--- src/rtl/bus_protocol_responder_if.sv ---
// Request/acknowledge bundle between a requester (master) and the responder (slave).
interface bus_protocol_responder_if;
    logic       i_req;
    logic       i_readWrite_n;
    logic       i_addrStall;
    logic       i_respStall;
    logic       o_addressAck;
    logic       o_readAck;
    logic       o_writeAck;
    logic [2:0] o_pendingCount;

    modport slave (
        input  i_req, i_readWrite_n, i_addrStall, i_respStall,
        output o_addressAck, o_readAck, o_writeAck, o_pendingCount
    );

    modport master (
        output i_req, i_readWrite_n, i_addrStall, i_respStall,
        input  o_addressAck, o_readAck, o_writeAck, o_pendingCount
    );
endinterface

--- src/rtl/bus_protocol_responder.sv ---
// In-order pipelined bus responder: accepts address phases into a small circular
// queue and retires each one with a single read/write ack once its age reaches 0.

// One queue slot: transaction type plus a saturating age down-counter.
module bus_protocol_responder_slot #(
    parameter int RESP_LATENCY = 2
) (
    input  logic       i_clk,
    input  logic       i_arst_n,
    input  logic       wr_en_i,
    input  logic       wr_rd_i,
    output logic       rd_o,
    output logic [3:0] age_o
);
    localparam logic [3:0] AGE_INIT = 4'(RESP_LATENCY - 1);

    logic       rd_q, rd_d;
    logic [3:0] age_q, age_d;

    // Load on accept, otherwise count down and hold at zero.
    always_comb begin
        rd_d  = rd_q;
        age_d = age_q;
        if (wr_en_i) begin
            rd_d  = wr_rd_i;
            age_d = AGE_INIT;
        end else if (age_q != 4'd0) begin
            age_d = age_q - 4'd1;
        end
    end

    // Slot state register.
    always_ff @(posedge i_clk or negedge i_arst_n) begin
        if (!i_arst_n) begin
            rd_q  <= 1'b0;
            age_q <= 4'd0;
        end else begin
            rd_q  <= rd_d;
            age_q <= age_d;
        end
    end

    assign rd_o  = rd_q;
    assign age_o = age_q;
endmodule

module bus_protocol_responder #(
    parameter int PIPE_DEPTH   = 4,
    parameter int RESP_LATENCY = 2
) (
    input  logic                        i_clk,
    input  logic                        i_arst_n,
    bus_protocol_responder_if.slave     bus
);
    localparam int PTR_W = (PIPE_DEPTH > 1) ? $clog2(PIPE_DEPTH) : 1;
    localparam logic [2:0]       DEPTH_C = 3'(PIPE_DEPTH);
    localparam logic [PTR_W-1:0] LAST_C  = PTR_W'(PIPE_DEPTH - 1);

    logic [2:0]                  count_q, count_d;
    logic [PTR_W-1:0]            head_q, head_d;
    logic [PTR_W-1:0]            tail_q, tail_d;
    logic [PIPE_DEPTH-1:0]       slot_rd;
    logic [PIPE_DEPTH-1:0][3:0]  slot_age;
    logic                        accept;
    logic                        retire;
    logic                        head_rd;

    // Acceptance looks only at the registered count, so a same-cycle retire
    // never opens a slot early and the count cannot exceed PIPE_DEPTH.
    assign accept  = bus.i_req && !bus.i_addrStall && (count_q < DEPTH_C);
    assign retire  = (count_q != 3'd0) && (slot_age[head_q] == 4'd0) && !bus.i_respStall;
    assign head_rd = slot_rd[head_q];

    assign bus.o_addressAck   = accept;
    assign bus.o_readAck      = retire && head_rd;
    assign bus.o_writeAck     = retire && !head_rd;
    assign bus.o_pendingCount = count_q;

    for (genvar g = 0; g < PIPE_DEPTH; g++) begin : g_slot
        bus_protocol_responder_slot #(
            .RESP_LATENCY (RESP_LATENCY)
        ) u_slot (
            .i_clk    (i_clk),
            .i_arst_n (i_arst_n),
            .wr_en_i  (accept && (tail_q == PTR_W'(g))),
            .wr_rd_i  (bus.i_readWrite_n),
            .rd_o     (slot_rd[g]),
            .age_o    (slot_age[g])
        );
    end

    // Pointer advance with wrap at PIPE_DEPTH, and occupancy update.
    always_comb begin
        head_d  = head_q;
        tail_d  = tail_q;
        count_d = count_q;
        if (retire) head_d = (head_q == LAST_C) ? '0 : head_q + PTR_W'(1);
        if (accept) tail_d = (tail_q == LAST_C) ? '0 : tail_q + PTR_W'(1);
        case ({accept, retire})
            2'b10:   count_d = count_q + 3'd1;
            2'b01:   count_d = count_q - 3'd1;
            default: count_d = count_q;
        endcase
    end

    // Queue control registers; reset drops every outstanding transaction.
    always_ff @(posedge i_clk or negedge i_arst_n) begin
        if (!i_arst_n) begin
            head_q  <= '0;
            tail_q  <= '0;
            count_q <= 3'd0;
        end else begin
            head_q  <= head_d;
            tail_q  <= tail_d;
            count_q <= count_d;
        end
    end
endmodule

--- src/flat_wrapper.sv ---
// flat-port wrapper written by rule: the top's interface ports become plain ports
module bus_protocol_responder_flat 
#(
    parameter int PIPE_DEPTH   = 4,
    parameter int RESP_LATENCY = 2
)
  (i_clk, i_arst_n, bus_i_req, bus_i_readWrite_n, bus_i_addrStall, bus_i_respStall, bus_o_addressAck, bus_o_readAck, bus_o_writeAck, bus_o_pendingCount);
  bus_protocol_responder_if bus_i ();
  input  logic i_clk;
  input  logic i_arst_n;
  input wire logic [$bits(bus_i.i_req)-1:0] bus_i_req;
  input wire logic [$bits(bus_i.i_readWrite_n)-1:0] bus_i_readWrite_n;
  input wire logic [$bits(bus_i.i_addrStall)-1:0] bus_i_addrStall;
  input wire logic [$bits(bus_i.i_respStall)-1:0] bus_i_respStall;
  output wire logic [$bits(bus_i.o_addressAck)-1:0] bus_o_addressAck;
  output wire logic [$bits(bus_i.o_readAck)-1:0] bus_o_readAck;
  output wire logic [$bits(bus_i.o_writeAck)-1:0] bus_o_writeAck;
  output wire logic [$bits(bus_i.o_pendingCount)-1:0] bus_o_pendingCount;
  assign bus_i.i_req = bus_i_req;
  assign bus_i.i_readWrite_n = bus_i_readWrite_n;
  assign bus_i.i_addrStall = bus_i_addrStall;
  assign bus_i.i_respStall = bus_i_respStall;
  assign bus_o_addressAck = bus_i.o_addressAck;
  assign bus_o_readAck = bus_i.o_readAck;
  assign bus_o_writeAck = bus_i.o_writeAck;
  assign bus_o_pendingCount = bus_i.o_pendingCount;
  bus_protocol_responder #(.PIPE_DEPTH(PIPE_DEPTH), .RESP_LATENCY(RESP_LATENCY)) u_core (.i_clk(i_clk), .i_arst_n(i_arst_n), .bus(bus_i));
endmodule
--- config.mk ---
export PLATFORM = sky130hd
export DESIGN_NAME = bus_protocol_responder_flat
export DESIGN_NICKNAME = d
export VERILOG_FILES = /design/src/rtl/bus_protocol_responder_if.sv /design/src/rtl/bus_protocol_responder.sv /design/src/flat_wrapper.sv
export SDC_FILE = /design/constraint.sdc
export NUM_CORES = 1
export LEC_CHECK = 0
export CAP_MARGIN = 20
export CORE_MARGIN = 3
export CORE_UTILIZATION = 52
export DETAILED_ROUTE_END_ITERATION = 12
export PLACE_DENSITY = 0.74
export SYNTH_ARGS = -nofsm -noshare
export SYNTH_HDL_FRONTEND = slang
export SYNTH_HIERARCHICAL = 1
export SYNTH_SLANG_ARGS = --single-unit
export TNS_END_PERCENT = 20
--- constraint.sdc ---
create_clock -name i_clk -period 4.7 [get_ports i_clk]
set_clock_uncertainty 0.15 [all_clocks]
set_input_delay 0.705 -clock i_clk [delete_from_list [all_inputs] [get_ports i_clk]]
set_output_delay 0.705 -clock i_clk [all_outputs]
set_load 0.02 [all_outputs]
==> results.py <==
metrics = {
    "sta": {
        "clock.fmax_ghz": 0.302,
        "rsz0062_at_grt": "no",
        "slew_violations": 0,
        "finalHoldViolCount": 0,
        "fin_tns_setup_ns": 0,
        "final-setup-viol-count": 0,
        "finalCritPeriodShare_pct": 70.3,
        "holdWs_ns": 0.370,
        "maxSlewHeadroom_pct": 69.6,
        "worst_pin_slew_ns": 0.454,
        "finalCriticalPeriod_ns": 3.31,
    },
    "cts": {
        "cts_buffers": 3,
        "cts_setup_buffers": 0,
        "htreeDepth": 1,
        "clkTransAtPathRegs_ns": 0.13,
        "cts_buffer_depth": 2,
        "cts_hold_buffers": 0,
        "root_buffer": "clkbuf_4",
        "cts_resized": 0,
        "cts.sinks": 27,
        "clk_latency_ns": 0.32,
        "tritoncts": "built",
    },
    "yosys": {
        "muxShareOfSynthArea_pct": 11.6,
        "ys_ff_latch": 27,
        "yosysWarnings": 6,
        "synthXorXnorAreaFrac_pct": 1.68,
        "synth_cell_types": 34,
        "synthAdderAreaFrac_pct": 9.29,
        "ys_seq_area_share_pct": 43.2,
        "syn_area_um2": 1560,
        "synth_fp_nets": 161,
        "synth_top_family_by_area": "simple AND/OR/NAND/NOR gates",
        "synth_cells": 144,
        "yosys.area_share.simple_pct": 22.1,
        "synth-compound-area-share_pct": 8.01,
        "synth.avg_cell_area_um2": 10.9,
    },
    "finish": {
        "syn_to_final_growth_pct": 11.7,
        "num_antenna_cells": 0,
        "nNetsFinal": 178,
        "mostFrequentLayoutCell": "dfrtp_1",
        "drive_gt1_share_pct": 12.5,
        "final_cell_mix": "dfrtp_1, inv_1, clkdlybuf4s50_1",
    },
    "worst_setup_path": {
        "critPathLaunchType": "register",
        "critPathMaxFanout": 5,
        "cp-end-kind": "primary output",
        "cp.required_ns": 3.85,
        "rr_worst_depth": 10,
        "path_class": "reg2out",
        "crit_arrival_ns": 2.45,
    },
    "power_and_ir_drop": {
        "p_per_area_nw_per_um2": 657,
        "ir_drop_mv": 0.356,
        "leakage_nw": 0.802,
    },
    "placed_design": {
        "place_congestion": 0.808,
        "io_buffers": 11,
        "dp_hpwl_mm": 2.05,
    },
    "job": {
        "max-cap-violations": 0,
    },
    "floorplan": {
        "start_util_pct": 55.7,
        "core_area_um2": 2810,
        "die-area_um2": 3700,
        "dieWidth_um": 60.8,
        "die_h_um": 60.8,
        "boundaryPins": 12,
        "num_rows": 19,
    },
    "status": {
        "outcome": "complete, no violations",
    },
    "route": {
        "vias": 1106,
        "drtAntennaViolNets": 0,
        "via_per_inst": 5.79,
        "drt_iter0_drc": 35,
        "dr.pass1.iters": 4,
        "totalWireLength_mm": 2.69,
        "wl_per_cell_um": 14.1,
        "drc": 0,
    },
    "grt": {
        "antenna_found_initial": 0,
        "grt_max_degree": 28,
        "grt_overflow_total": 0,
        "track_usage_pct": 17.9,
        "grt_pass1_vias": 1090,
        "grt_pass1_wl_mm": 4.87,
    },
    "min_path": {
        "hp-class": "reg2reg",
        "min_delay_path_depth": 1,
    },
}
## registers in the layout, indices dropped and copies added, names as in the netlist
signal                      cells
u_core/head_q                   2
u_core/tail_q                   2
u_core/g_slot.u_slot/rd_o       4
u_core/g_slot.u_slot/age_o     16
u_core/bus.o_pendingCount       3
## per-stage QoR
step                      total power [mW]  std cells  worst slack [ns]  util, %  area (um^2)
after detailed placement              1.06        187              1.59     61.3         1720
after global routing                  1.27        191              1.24     62.2         1750
after CTS                             1.16        191              1.36     62.2         1750
after global placement                1.01        187              1.62     61.3         1720
after floorplan                      0.896        144              2.19        -         1560
final                                 1.15        191              1.39     62.2         1750
## worst paths after layout
check,slack [ns],startpoint,endpoint
worst max-delay path,1.39,u_core/g_slot[2].u_slot/age_o[0]$_DFFE_PN0P_,bus_o_readAck
worst min-delay path,0.37,u_core/g_slot[2].u_slot/rd_o$_DFFE_PN0P_,u_core/g_slot[2].u_slot/rd_o$_DFFE_PN0P_
worst max register to register,1.90,u_core/g_slot[2].u_slot/age_o[0]$_DFFE_PN0P_,u_core/bus.o_pendingCount[2]$_DFFE_PN0P_
worst min register to register,0.37,u_core/g_slot[2].u_slot/rd_o$_DFFE_PN0P_,u_core/g_slot[2].u_slot/rd_o$_DFFE_PN0P_
max in group asynchronous,3.56,i_arst_n,u_core/g_slot[2].u_slot/age_o[2]$_DFFE_PN0P_
min in group asynchronous,0.57,i_arst_n,u_core/g_slot[1].u_slot/age_o[0]$_DFFE_PN0P_
## cells in the mapped netlist (all sizes together)
| cell type | instances | area share (%) |
|---|---|---|
| nor2b | 9 | 3.6 |
| a41o | 1 | 0.64 |
| o21bai | 1 | 0.72 |
| o21ai | 5 | 2.1 |
| xor2 | 2 | 1.1 |
| fa | 1 | 1.3 |
| or4 | 2 | 0.96 |
| o22ai | 1 | 0.40 |
| xnor2 | 1 | 0.56 |
| nand3b | 4 | 1.9 |
| a21oi | 4 | 1.3 |
| or4b | 2 | 1.3 |
| mux2 | 9 | 6.7 |
| mux4 | 1 | 1.7 |
| nor2 | 9 | 2.3 |
| dfrtp | 27 | 43 |
| nand2 | 1 | 0.24 |
| nor4b | 4 | 2.2 |
| nand2b | 4 | 1.6 |
| mux2i | 5 | 3.2 |
| nor3b | 1 | 0.80 |
| a211oi | 4 | 1.9 |
| inv | 17 | 4.1 |
| o221ai | 1 | 0.96 |
| or3 | 1 | 0.40 |
| ha | 10 | 8.0 |
| and2 | 4 | 1.6 |
| or3b | 4 | 2.2 |
| nor3 | 9 | 2.9 |
## critical path, stage by stage, from the launching register on
cell,delay [ns]
dfrtp_1,0.44
or4b_1,0.55
o21bai_2,0.23
o221ai_2,0.18
nor2b_1,0.13
clkdlybuf4s50_1,0.60
## layer usage
metal / wire length, um / part of all wire, % / track usage (%) / up-vias
li1: - / - / - / 540
met1: 1240 / 46 / 23.9 / 537
met2: 1290 / 48 / 29.5 / 25
met3: 129 / 4.8 / 1.91 / 4
met4: 36 / 1.3 / 7.43 / 0
met5: 0 / 0 / 0 / -
## power by group
group          switching, mW  internal [mW]  total (mW)
Combinational          0.257          0.309       0.566
Clock                 0.0660         0.0332      0.0992
Sequential             0.131          0.349       0.481
Total                  0.454          0.692        1.15
## kinds of logic after synthesis
group,count (synthesis)
mux,15
compound gates,17
buf+inv,17
xor+xnor,3
simple gates,54
fa+ha+maj,11
flops,27
## final cells by class
class / instances / area (um^2)
tap: 31 / 38.8
clock buffer: 4 / 26.3
multi-input combinational: 100 / 823
sequential: 27 / 676
inverter: 17 / 63.8
timing repair buffer: 12 / 118
fill: 263 / 1060
Note: power is estimated with default switching activity, not from simulation.
